$ cat config.mk
export PLATFORM = sky130hd
export DESIGN_NAME = multdiv_sequencer
export DESIGN_NICKNAME = d
export VERILOG_FILES = /design/src/rtl/multdiv_pkg.sv /design/src/rtl/multdiv_step.sv /design/src/rtl/multdiv_sequencer.sv
export SDC_FILE = /design/constraint.sdc
export NUM_CORES = 1
export LEC_CHECK = 0
export ABC_AREA = 1
export CORE_MARGIN = 3
export CORE_UTILIZATION = 45
export CTS_BUF_LIST = sky130_fd_sc_hd__clkbuf_4 sky130_fd_sc_hd__clkbuf_8 sky130_fd_sc_hd__clkbuf_16
export CTS_CLUSTER_DIAMETER = 40
export DETAILED_ROUTE_END_ITERATION = 10
export GPL_ROUTABILITY_DRIVEN = 0
export PLACE_DENSITY = 0.68
export SLEW_MARGIN = 20
export SYNTH_ARGS = -nofsm -noshare
export SYNTH_HDL_FRONTEND = slang
export SYNTH_HIERARCHICAL = 1
export SYNTH_SLANG_ARGS = --single-unit
export TNS_END_PERCENT = 20
$ cat constraint.sdc
create_clock -name clk -period 2.8 [get_ports clk]
set_input_delay 0.28 -clock clk [delete_from_list [all_inputs] [get_ports clk]]
set_output_delay 0.28 -clock clk [all_outputs]
set_load 0.01 [all_outputs]
$ cat src/rtl/multdiv_pkg.sv
// Shared definitions for the MULTU/DIVU sequencer: FSM states and the
// decoder funct codes that drive it.
package multdiv_pkg;

   typedef enum logic [1:0] {
      IDLE,
      RUN,
      DONE
   } state_e;

   localparam logic [5:0] FUNCT_MULTU = 6'b011001;
   localparam logic [5:0] FUNCT_DIVU  = 6'b011011;
   localparam logic [5:0] FUNCT_MFHI  = 6'b010000;
   localparam logic [5:0] FUNCT_MFLO  = 6'b010010;

endpackage

$ cat src/rtl/multdiv_step.sv
// One combinational iteration: shift-add for MULTU, restoring subtract for DIVU.
// The DIVU path exists only when MULTDIV_DIVU_EN is defined.
module multdiv_step
   import multdiv_pkg::*;
#(
   parameter int unsigned WIDTH = 32
) (
   input  logic             opdiv,
   input  logic [WIDTH-1:0] acc,
   input  logic [WIDTH-1:0] q,
   input  logic [WIDTH-1:0] b,
   output logic [WIDTH-1:0] acc_nxt,
   output logic [WIDTH-1:0] q_nxt
);

   logic [WIDTH:0] sum;

`ifdef MULTDIV_DIVU_EN
   logic [WIDTH:0]   shifted;
   logic [WIDTH-1:0] diff;

   // With b = 0 every trial subtract succeeds: q fills with ones and acc
   // ends up holding the dividend, which is exactly the divide-by-zero result.
   always_comb begin
      sum     = {1'b0, acc} + (q[0] ? {1'b0, b} : '0);
      shifted = {acc, q[WIDTH-1]};
      diff    = shifted[WIDTH-1:0] - b;
      acc_nxt = sum[WIDTH:1];
      q_nxt   = {sum[0], q[WIDTH-1:1]};
      if (opdiv) begin
         if (shifted >= {1'b0, b}) begin
            acc_nxt = diff;
            q_nxt   = {q[WIDTH-2:0], 1'b1};
         end else begin
            acc_nxt = shifted[WIDTH-1:0];
            q_nxt   = {q[WIDTH-2:0], 1'b0};
         end
      end
   end
`else
   logic unused_opdiv;
   assign unused_opdiv = opdiv;

   always_comb begin
      sum     = {1'b0, acc} + (q[0] ? {1'b0, b} : '0);
      acc_nxt = sum[WIDTH:1];
      q_nxt   = {sum[0], q[WIDTH-1:1]};
   end
`endif

endmodule

$ cat src/rtl/multdiv_sequencer.sv
// Iterative MULTU/DIVU unit with HI/LO registers and fetch stall on MFHI/MFLO.
// DIVU support is enabled by defining MULTDIV_DIVU_EN; otherwise all ops are MULTU.
module multdiv_sequencer
   import multdiv_pkg::*;
#(
   parameter int unsigned WIDTH = 32
) (
   input  logic             clk,
   input  logic             reset,
   input  logic             start,
   input  logic             opdiv,
   input  logic [WIDTH-1:0] srca,
   input  logic [WIDTH-1:0] srcb,
   input  logic             mfreq,
   output logic             busy,
   output logic             stall,
   output logic             done,
   output logic [WIDTH-1:0] hi,
   output logic [WIDTH-1:0] lo
);

   localparam int unsigned CntW = $clog2(WIDTH + 1);

   state_e           state_q, state_d;
   logic [CntW-1:0]  cnt_q;
   logic [WIDTH-1:0] acc_q, q_q, b_q, hi_q, lo_q;
   logic [WIDTH-1:0] acc_nxt, q_nxt;
   logic             load, last;

`ifdef MULTDIV_DIVU_EN
   logic op_q;

   always_ff @(posedge clk or negedge reset) begin
      if (!reset) begin
         op_q <= 1'b0;
      end else if (load) begin
         op_q <= opdiv;
      end
   end
`else
   logic op_q, unused_opdiv;
   assign op_q         = 1'b0;
   assign unused_opdiv = opdiv;
`endif

   multdiv_step #(
      .WIDTH (WIDTH)
   ) u_step (
      .opdiv   (op_q),
      .acc     (acc_q),
      .q       (q_q),
      .b       (b_q),
      .acc_nxt (acc_nxt),
      .q_nxt   (q_nxt)
   );

   always_comb begin
      state_d = state_q;
      load    = 1'b0;
      last    = 1'b0;
      unique case (state_q)
         IDLE: begin
            if (start) begin
               load    = 1'b1;
               state_d = RUN;
            end
         end
         RUN: begin
            if (cnt_q == CntW'(1)) begin
               last    = 1'b1;
               state_d = DONE;
            end
         end
         DONE: begin
            load    = start;
            state_d = start ? RUN : IDLE;
         end
         default: state_d = IDLE;
      endcase
   end

   always_ff @(posedge clk or negedge reset) begin
      if (!reset) begin
         state_q <= IDLE;
         cnt_q   <= '0;
         acc_q   <= '0;
         q_q     <= '0;
         b_q     <= '0;
         hi_q    <= '0;
         lo_q    <= '0;
      end else begin
         state_q <= state_d;
         if (load) begin
            cnt_q <= CntW'(WIDTH);
            acc_q <= '0;
            q_q   <= srca;
            b_q   <= srcb;
         end else if (state_q == RUN) begin
            cnt_q <= cnt_q - CntW'(1);
            acc_q <= acc_nxt;
            q_q   <= q_nxt;
            // HI/LO change only on the edge into DONE.
            if (last) begin
               hi_q <= acc_nxt;
               lo_q <= q_nxt;
            end
         end
      end
   end

   assign busy  = (state_q == RUN);
   assign done  = (state_q == DONE);
   assign stall = mfreq & busy;
   assign hi    = hi_q;
   assign lo    = lo_q;

endmodule

# Yosys cells after proc, flatten, opt, wreduce, memory -nomap -nowiden
# Index checks and enable logic that the tools add are counted.
# W data, S select, Z words.
dict set report word_totals {
  output_inout_bits 67
  inputBits 69
  elab_cells 35
  register_bits 168
}
dict set report classes {
  bitwise_logic 2
  n_eq_ne 5
  mux 15
  addsub 2
  reduce_logical 4
}
# cell n
set ops {}
lappend ops {{$mux W32} 5}
lappend ops {{$add A32 B33 Y33} 1}
lappend ops {{$mux W6} 2}
lappend ops {{$eq A6 B1 Y1 const B} 1}
lappend ops {{$pmux W2 S3} 1}
lappend ops {{$sub A6 B1 Y6 const B} 1}
lappend ops {{$mux W1} 4}
lappend ops {{$mux W2} 2}
lappend ops {{$reduce_and A3 Y1} 1}
lappend ops {{$eq A2 B1 Y1 const B} 1}
lappend ops {{$eq A2 B2 Y1 const B} 1}
lappend ops {{$logic_not A2 Y1} 1}
lappend ops {{$ne A2 B1 Y1 const B} 1}
lappend ops {{$ne A2 B2 Y1 const B} 1}
lappend ops {{$pmux W1 S2} 1}
lappend ops {{$reduce_and A2 Y1} 1}
lappend ops {{$reduce_bool A2 Y1} 1}
lappend ops {{$and A1 B1 Y1} 1}
lappend ops {{$not A1 Y1} 1}

# Depth between registers and ports, before layout
# Gate-level depths: netlist (run 1).
dict set report logic_depth {
  word_depth 4
  mapped_depth 16
  depth_no_buf 16
}

# Modules after synthesis
# The synthesis (run 1) kept the hierarchy.
# module area_per_inst_um2 seq_area_each_um2 cells_each instances
set by_module_without_submodules {}
lappend by_module_without_submodules {multdiv_sequencer 6731.5 4204.0 773 1}
lappend by_module_without_submodules {multdiv_step 2907.8 0.0 599 1}

# Least setup slack after synthesis (run 1)
# Ideal clock, no wire load.
dict set report synth_path {
  path_kind {reg2reg}
  from {register q_q[0]}
  to {register hi_q[30], in the netlist hi[30]}
  arrival_ps 1916
  slack_ps 767
  setup_ps 117
  period_less_slack_ps 2033
  stages_incl_launch_ff 17
  path_buffers 1
  cell_sequence {dfrtp_1 clkbuf_1 nand2_1 inv_1 ha_1 nand2_1 inv_1 a21oi_1 nand2_2 nand2_1 nand2_2 nand2_1 nand2_1 nand2_1 nand2_1 nand3_1 nand2_1}
}
dict set report synth_via {
  elab_chain_cells 2
}
# element line
set synth_lines {}
lappend synth_lines {{start, declared} multdiv_sequencer.sv:26} ;# logic [WIDTH-1:0] acc_q, q_q, b_q, hi_q, lo_q;
lappend synth_lines {{start signal, assigned} multdiv_sequencer.sv:96} ;# q_q <= srca;
lappend synth_lines {{start signal, assigned} multdiv_sequencer.sv:101} ;# q_q <= q_nxt;
lappend synth_lines {{$mux W32} multdiv_step.sv:45} ;# sum = {1'b0, acc} + (q[0] ? {1'b0, b} : '0);
lappend synth_lines {{$add A32 B33 Y33} multdiv_step.sv:45}
lappend synth_lines {{named net acc_nxt[30]} multdiv_sequencer.sv:27} ;# logic [WIDTH-1:0] acc_nxt, q_nxt;
lappend synth_lines {{end signal, assigned} multdiv_sequencer.sv:104} ;# hi_q <= acc_nxt;
lappend synth_lines {{end, declared} multdiv_sequencer.sv:26}
# The timed path passes the listed nets, and every way through them passes these cells.
# A chain may end at the register's enable or synchronous reset.

# Worst setup path after layout (run 1)
dict set report layout_path {
  from {register q_q[0]}
  to {register hi_q[24], in the netlist hi[24]}
}
# The elaborated chain is that of the path after synthesis.

==> results by group, run 1 <==
Pwr
  • VDD IR max: 0.000369 V
  • Combinational Power Share: approximately 3.0%
  • LEAKAGE: just under 7 nW
  • Sw frac: around 22%
  • PwrDens: 437 nW/um^2
  • P_int: approximately 4 mW
  • Sequential share of power: a little under half
  • Clock share of power: a little under 50%
  • NetSw: about 1.1 mW

GRT
  • First-pass GRT wire length: 39.7 mm
  • Largest net degree at the start of global routing: 87
  • Initial antenna violation count: 0
  • Vias in the first global route: around 8000
  • Grt total ovfl: 0
  • GRT Util Overall: between 20% and 30%

Clock network
  • Num CTS Buffers: 17
  • Post-cts sizing count: 0
  • Hold-fix buffers at CTS: 1
  • CTS tree: built
  • CTS root buf: clkbuf_16
  • Clk slew on worst S/H paths: roughly 0.070 ns
  • Buffers inserted by post-CTS timing repair: 0
  • Clk_lat worst skew: between 0.4 and 0.5 ns
  • H-Tree Depth: 4
  • Clock buffer depth: 2
  • CTS sink cnt: 168

Synth
  • Synth warn: 6
  • Cells after Synth: 1371
  • Syn Area/Cell: between 7 and 8 um^2
  • Synth Net Count: between 1000 and 1500
  • Synth Cell Area: between 9000 and 10000 um^2

Placement
  • IO Port Bufs: about 130
  • Dpl cell area: ~11000 um^2
  • Post-DP HPWL: 16.9 mm

STA
  • TNS Setup: 0 ns
  • RSZ-0062 raised after global routing: false
  • Tcrit/Tclk final: between 80% and 90%
  • Setup Skew: 0.00894 ns
  • Hold Vio Cnt, Final: 0
  • Tmin final: ~2.5 ns
  • Worst Tran Pin Value: approximately 0.86 ns
  • Setup violators final: 0
  • Max-slew violation count: 0
  • Max frequency: ~400 MHz
  • Max-slew headroom: a little over two fifths

Routing
  • DR WL/cell: 13.6 um
  • Antenna Nets Post-Route: 0
  • DRT iter0 DRCs: 608
  • Vias: about 8400
  • Via/cell ratio: roughly 4.8
  • DRT Wirelength: ~24 mm
  • # DRC: 0
  • First-pass DRT Iterations: 5

Finish
  • Area Overhead vs Synth: 20.4%
  • Register area: about 4200 um^2
  • Ant. Diodes: 0
  • Multi-input logic area: ~4300 um^2
  • Post-route cell area: ~12000 um^2
  • Net count reported at finish: around 1600
  • Fillers: about 2000
  • Layout cell share with drive strength beyond 1: under 10%

Floorplanning
  • Rows: 52
  • Die area: roughly 23000 um^2
  • Die Span X: between 150 and 200 um
  • IO Pins: between 100 and 150
  • Die Y: 152 um
  • Core area: 20600 um^2
  • Starting Density: 46.7%

Critical path
  • Reg-to-reg endpoint: hi[24]$_DFFE_PN0P_
  • Crit path to: hi[24]$_DFFE_PN0P_
  • R2R cell count: 14
  • Crit. Startpoint: q_q[0]$_DFFE_PN0P_
  • Worst stage delay on the critical path: 0.37 ns
  • Worst path most repeated cell: nand2_1
  • Stages on worst setup path: 14
  • Critical Path RT: 3.17 ns
  • Worst setup EP type: register
  • Worst Path Buf+Inv: 2
  • Arrival @ worst endpoint: 2.85 ns
  • Cells along the critical path: buf_4 -> nand2_1 -> inv_1 -> ha_1 -> nand2_1 -> nor2_1 -> nand2_1 -> nor2_1 -> nand2_1 -> nand3_1 -> nand2_1 -> nand2_1 -> nand3_1 -> nand2_1
  • Flop2flop setup slack: approximately 0.32 ns
  • Top delay family on crit path: simple AND/OR/NAND/NOR gates
  • Critical path type: reg2reg
  • Startpoint Class: register
  • Crit-path slowest cell: dfrtp_1
  • Launching point of the worst reg2reg path: q_q[0]$_DFFE_PN0P_
  • Maximum fanout along the worst path: 32

Outcome
  • Status: finished clean

Flow run
  • Max_cap viols: 0

Min path
  • Worst Hold Class: in2reg
==> through the flow <==
step / total power, mW / utilization (%) / worst slack (ns) / cells / hold WS [ns]
CTS: 5.12 / 56.3 / 0.375 / 1742 / 0.367
detailed placement: 2.63 / 53.2 / 0.387 / 1710 / 0.308
floorplan: 2.47 / - / 0.767 / 1371 / -0.0156
finish: 5.07 / 56.3 / 0.320 / 1742 / 0.376
global route: 5.24 / 56.3 / 0.0345 / 1742 / 0.373
global placement: 2.63 / 53.2 / 0.450 / 1710 / 0.308
==> registers in the layout, summed over array words and instances (netlist names) <==
signal / flops
acc_q: 32
b_q: 32
hi: 32
lo: 32
q_q: 32
cnt_q: 6
state_q: 2
==> worst min-delay path by stage <==
stage                        start                    end  slack, ns  cells past startpoint
after floorplan              reset   acc_q[0]$_DFFE_PN0P_      -0.02                      0
after global placement       reset  acc_q[22]$_DFFE_PN0P_       0.31                      1
after detailed placement     reset  acc_q[24]$_DFFE_PN0P_       0.31                      1
after CTS                 srcb[26]    b_q[26]$_DFFE_PN0P_       0.37                      3
after global routing      srcb[24]    b_q[24]$_DFFE_PN0P_       0.37                      3
final                     srcb[29]    b_q[29]$_DFFE_PN0P_       0.38                      3
==> layer usage <==
metal | up-vias | track usage, % | routed length (um)
met2 | 167 | 34.3 | 11200
li1 | 4324 | - | -
met5 | - | 0 | 0
met4 | 0 | 4.58 | 291
met1 | 3897 | 28.6 | 11400
met3 | 19 | 3.32 | 885
==> layout by cell type, fill, tap and decap left out, types with 6 or more instances in the layout <==
master	n
clkdlybuf4s50_1	133
nand3_1	121
dfrtp_1	168
buf_4	9
inv_2	8
inv_1	152
inv_6	6
nand2_2	18
nand2_1	673
a21oi_1	21
xor2_1	15
nor3_1	7
ha_1	34
clkbuf_16	17
nor2_1	47
==> cell type report <==
type	instances	area share, %
Multi-Input combinational cell	965	37.4
Sequential cell	168	36.2
Timing Repair Buffer	148	12.9
Inverter	160	5.18
Clock buffer	18	3.73
Tap cell	270	2.91
Clock inverter	13	1.60
==> power groups by stage <==
stage	sequential [mW]	combinational, mW	clock [mW]
2_1_floorplan	2.47	0.00105	0
3_3_place_gp	2.47	0.154	0
3_5_place_dp	2.47	0.154	0
4_1_cts	2.43	0.157	2.54
5_1_grt	2.42	0.167	2.65
6_report	2.43	0.151	2.49
==> worst min-delay path: stages <==
cell and delay (ns):
clkdlybuf4s50_1 0.39, nand2_1 0.06, nand2_1 0.04
Power figures use the tool's default switching activity.
==> inputs of run 2 (changes only) <==
Settings changed: ABC_AREA 1 to not set, SETUP_SLACK_MARGIN set to 0.3.
==> run 2 against run 1 <==
Compared with the run above: the flow now finishes with violations (setup timing); wire length down 8.7%; sequential power up 36%; non-clock buffer count grew 82; largest cell class unchanged; sequential cell count did not move; maximum frequency is 16% lower; critical path depth unchanged; clock-buffer cell count stayed put; via count decreased by 19%; clock skew increased by 0.0060 ns; largest power group is now combinational logic; cell count down 27%; die area fell by 7.6%; synthesized cell count is 39% lower; highest routed layer unchanged.
==> results by group, run 2 <==
Critical path
  • Flop2flop setup slack: -0.17 ns (was 0.32 ns)
  • Stages on worst setup path: 14 (unchanged)
  • Worst Path Buf+Inv: 4 (was 2)
  • Critical path type: reg2reg (unchanged)
  • Crit. Startpoint: q_q[0]$_DFFE_PN0P_ (unchanged)
  • Crit-path slowest cell: dfrtp_1 (unchanged)
  • Top delay family on crit path: compound AO/OA/AOI/OAI gates (was simple AND/OR/NAND/NOR gates)
  • Critical Path RT: 3.16 ns (was 3.17 ns)
  • Arrival @ worst endpoint: 3.33 ns (was 2.85 ns)
  • Cells along the critical path: buf_4 -> and2_1 -> ha_4 -> o211ai_1 -> o211ai_1 -> nand3_2 -> buf_4 -> buf_6 -> o211ai_4 -> a21oi_2 -> buf_4 -> a311o_1 -> a21oi_2 -> mux2_4 (was buf_4 -> nand2_1 -> inv_1 -> ha_1 -> nand2_1 -> nor2_1 -> nand2_1 -> nor2_1 -> nand2_1 -> nand3_1 -> nand2_1 -> nand2_1 -> nand3_1 -> nand2_1)
  • Worst path most repeated cell: buf_4 (was nand2_1)
  • Startpoint Class: register (unchanged)
  • Launching point of the worst reg2reg path: q_q[0]$_DFFE_PN0P_ (unchanged)
  • Reg-to-reg endpoint: hi[27]$_DFFE_PN0P_ (was hi[24]$_DFFE_PN0P_)
  • Maximum fanout along the worst path: 9 (was 32)
  • R2R cell count: 14 (unchanged)
  • Worst setup EP type: register (unchanged)
  • Crit path to: hi[27]$_DFFE_PN0P_ (was hi[24]$_DFFE_PN0P_)
  • Worst stage delay on the critical path: 0.42 ns (was 0.37 ns)

Clock network
  • Clock buffer depth: 2 (unchanged)
  • CTS sink cnt: 168 (unchanged)
  • Clk slew on worst S/H paths: 0.07 ns (about the same)
  • Clk_lat worst skew: 0.43 ns (about the same)
  • CTS root buf: clkbuf_16 (unchanged)
  • H-Tree Depth: 4 (unchanged)
  • CTS tree: built (unchanged)
  • Num CTS Buffers: 17 (unchanged)

Placement
  • DP Worst Slack: -0.257 ns (was 0.387 ns)
  • Post-DP HPWL: 14.8 mm (was 16.9 mm)
  • Cells after DPL: 1241 (was 1710)
  • Dpl cell area: 10800 um^2 (was 11000 um^2)
  • IO Port Bufs: 134 (unchanged)

GRT
  • Vias in the first global route: 6997 (was 8042)
  • GRT Util Overall: 20.4% (was 20.6%)
  • Initial antenna violation count: 0 (unchanged)
  • Largest net degree at the start of global routing: 66 (was 87)
  • Grt total ovfl: 0 (unchanged)
  • First-pass GRT wire length: 36.2 mm (was 39.7 mm)

STA
  • Worst Tran Pin Value: 0.803 ns (was 0.855 ns)
  • Setup Skew: 0.0149 ns (was 0.00894 ns)
  • TNS Setup: -2.24 ns (was 0 ns)
  • Tcrit/Tclk final: 106% (was 88.6%)
  • Setup violators final: 27 (was 0)
  • Crit path setup slack, layout: -0.169 ns (was 0.320 ns)
  • Max frequency: 337 MHz (was 403 MHz)
  • Max-slew headroom: 46.4% (was 43.0%)
  • Max-slew violation count: 0 (unchanged)
  • RSZ-0062 raised after global routing: true (was false)
  • Hold Vio Cnt, Final: 0 (unchanged)
  • Tmin final: 2.97 ns (was 2.48 ns)

Routing
  • # DRC: 0 (unchanged)
  • DRT iter0 DRCs: 371 (was 608)
  • Via/cell ratio: 5.32 (was 4.83)
  • Vias: 6796 (was 8407)
  • First-pass DRT Iterations: 5 (unchanged)
  • DRT Wirelength: 21.7 mm (was 23.7 mm)
  • Antenna Nets Post-Route: 0 (unchanged)
  • DR WL/cell: 17.0 um (was 13.6 um)

Floorplanning
  • Die area: 21400 um^2 (was 23200 um^2)
  • Core area: 19000 um^2 (was 20600 um^2)
  • Starting Density: 46.7% (about the same)
  • Rows: 50 (was 52)
  • IO Pins: 136 (unchanged)
  • Die Y: 146 um (was 152 um)
  • Die Span X: 146 um (was 152 um)

Finish
  • Register area: 4200 um^2 (unchanged)
  • Layout cell share with drive strength beyond 1: 24.3% (was 5.64%)
  • Post-route cell area: 11700 um^2 (was 11600 um^2)
  • Leading cell type in the layout, fill and taps excluded: dfrtp_1 (was nand2_1)
  • Net count reported at finish: 1109 (was 1564)
  • Fillers: 1648 (was 1995)
  • Non-Filler Instances: 1278 (was 1742)
  • Ant. Diodes: 0 (unchanged)
  • Multi-input logic area: 4410 um^2 (was 4340 um^2)
  • Commonest non-fill, non-tap cells in the layout: dfrtp_1, nand2_1, clkdlybuf4s50_1 (was nand2_1, dfrtp_1, inv_1)
  • Area Overhead vs Synth: 31.4% (was 20.4%)

Synth
  • Syn Area/Cell: 10.5 um^2 (was 7.03 um^2)
  • Synth Net Count: 947 (was 1475)
  • Synth warn: 6 (unchanged)
  • Synth Cell Area: 8880 um^2 (was 9640 um^2)
  • Cells after Synth: 843 (was 1371)

Pwr
  • LEAKAGE: 5.64 nW (was 6.79 nW)
  • VDD IR max: 0.000502 V (was 0.000369 V)
  • PwrDens: 842 nW/um^2 (was 437 nW/um^2)

Outcome
  • Status: finished with violations (was finished clean)
  • Failing checks: setup timing

Flow run
  • Max_cap viols: 0 (unchanged)

Min path
  • Worst Hold Class: in2async (was in2reg)
[run 2: area by class of cell]
| cell class | instances | area share [%] |
|---|---|---|
| Tap cell | 260 | 2.79 |
| Clock buffer | 18 | 3.71 |
| Multi-Input combinational cell | 577 | 37.8 |
| Inverter | 11 | 0.354 |
| Clock inverter | 14 | 1.17 |
| Sequential cell | 168 | 36.1 |
| Timing Repair Buffer | 230 | 18.1 |
[run 2: routing by layer]
metal,vias up,global-route usage [%],wire (um)
li1,3260,-,-
met2,183,32.7,10200
met1,3332,27.7,9930
met5,-,0,0
met3,21,5.37,1230
met4,0,5.60,335
[run 2: power by group]
| part | leakage [nW] | total, mW | internal (mW) | switching, mW |
|---|---|---|---|---|
| clock | 0.283 | 2.31 | 1.26 | 1.05 |
| sequential | 2.16 | 3.31 | 2.94 | 0.374 |
| combinational | 3.20 | 4.20 | 2.18 | 2.01 |
[run 2: repair_timing]
action,CTS,global route
setup buffers,4,0
hold endpoints to repair,49,0
resized for setup,37,13
hold buffers,1,0
pin swaps,20,7
setup endpoints to repair,44,47
cloned,0,0
[run 2: stage by stage]
| stage | power, mW | util, % | hold WS (ns) |
|---|---|---|---|
| 2_1_floorplan | 5.90 | - | -0.0156 |
| 3_3_place_gp | 7.03 | 56.8 | 0.260 |
| 3_5_place_dp | 7.13 | 56.8 | 0.260 |
| 4_1_cts | 9.77 | 61.0 | 0.355 |
| 5_1_grt | 10.5 | 61.3 | 0.372 |
| 6_report | 9.82 | 61.3 | 0.361 |
[run 2: worst min path at each step]
| stage | start | endpoint | slack [ns] | cells after the start |
|---|---|---|---|---|
| after floorplan | reset | acc_q[0]$_DFFE_PN0P_ | -0.02 | 0 |
| after global placement | reset | hi[15]$_DFFE_PN0P_ | 0.26 | 1 |
| after detailed placement | reset | hi[15]$_DFFE_PN0P_ | 0.26 | 1 |
| after CTS | srcb[4] | b_q[4]$_DFFE_PN0P_ | 0.35 | 3 |
| after global routing | srcb[7] | b_q[7]$_DFFE_PN0P_ | 0.37 | 3 |
| final | reset | hi[15]$_DFFE_PN0P_ | 0.36 | 2 |
[run 2: worst register-to-register path: cells and delay by family (launching register included)]
kind                     cells  cell delay [ns]
multiplexers                 1             0.15
flip-flops                   1             0.42
adder cells (fa/ha/maj)      1             0.30
buffers and inverters        4             0.60
AO/OA/AOI/OAI                6             1.15
AND/OR/NAND/NOR              2             0.30
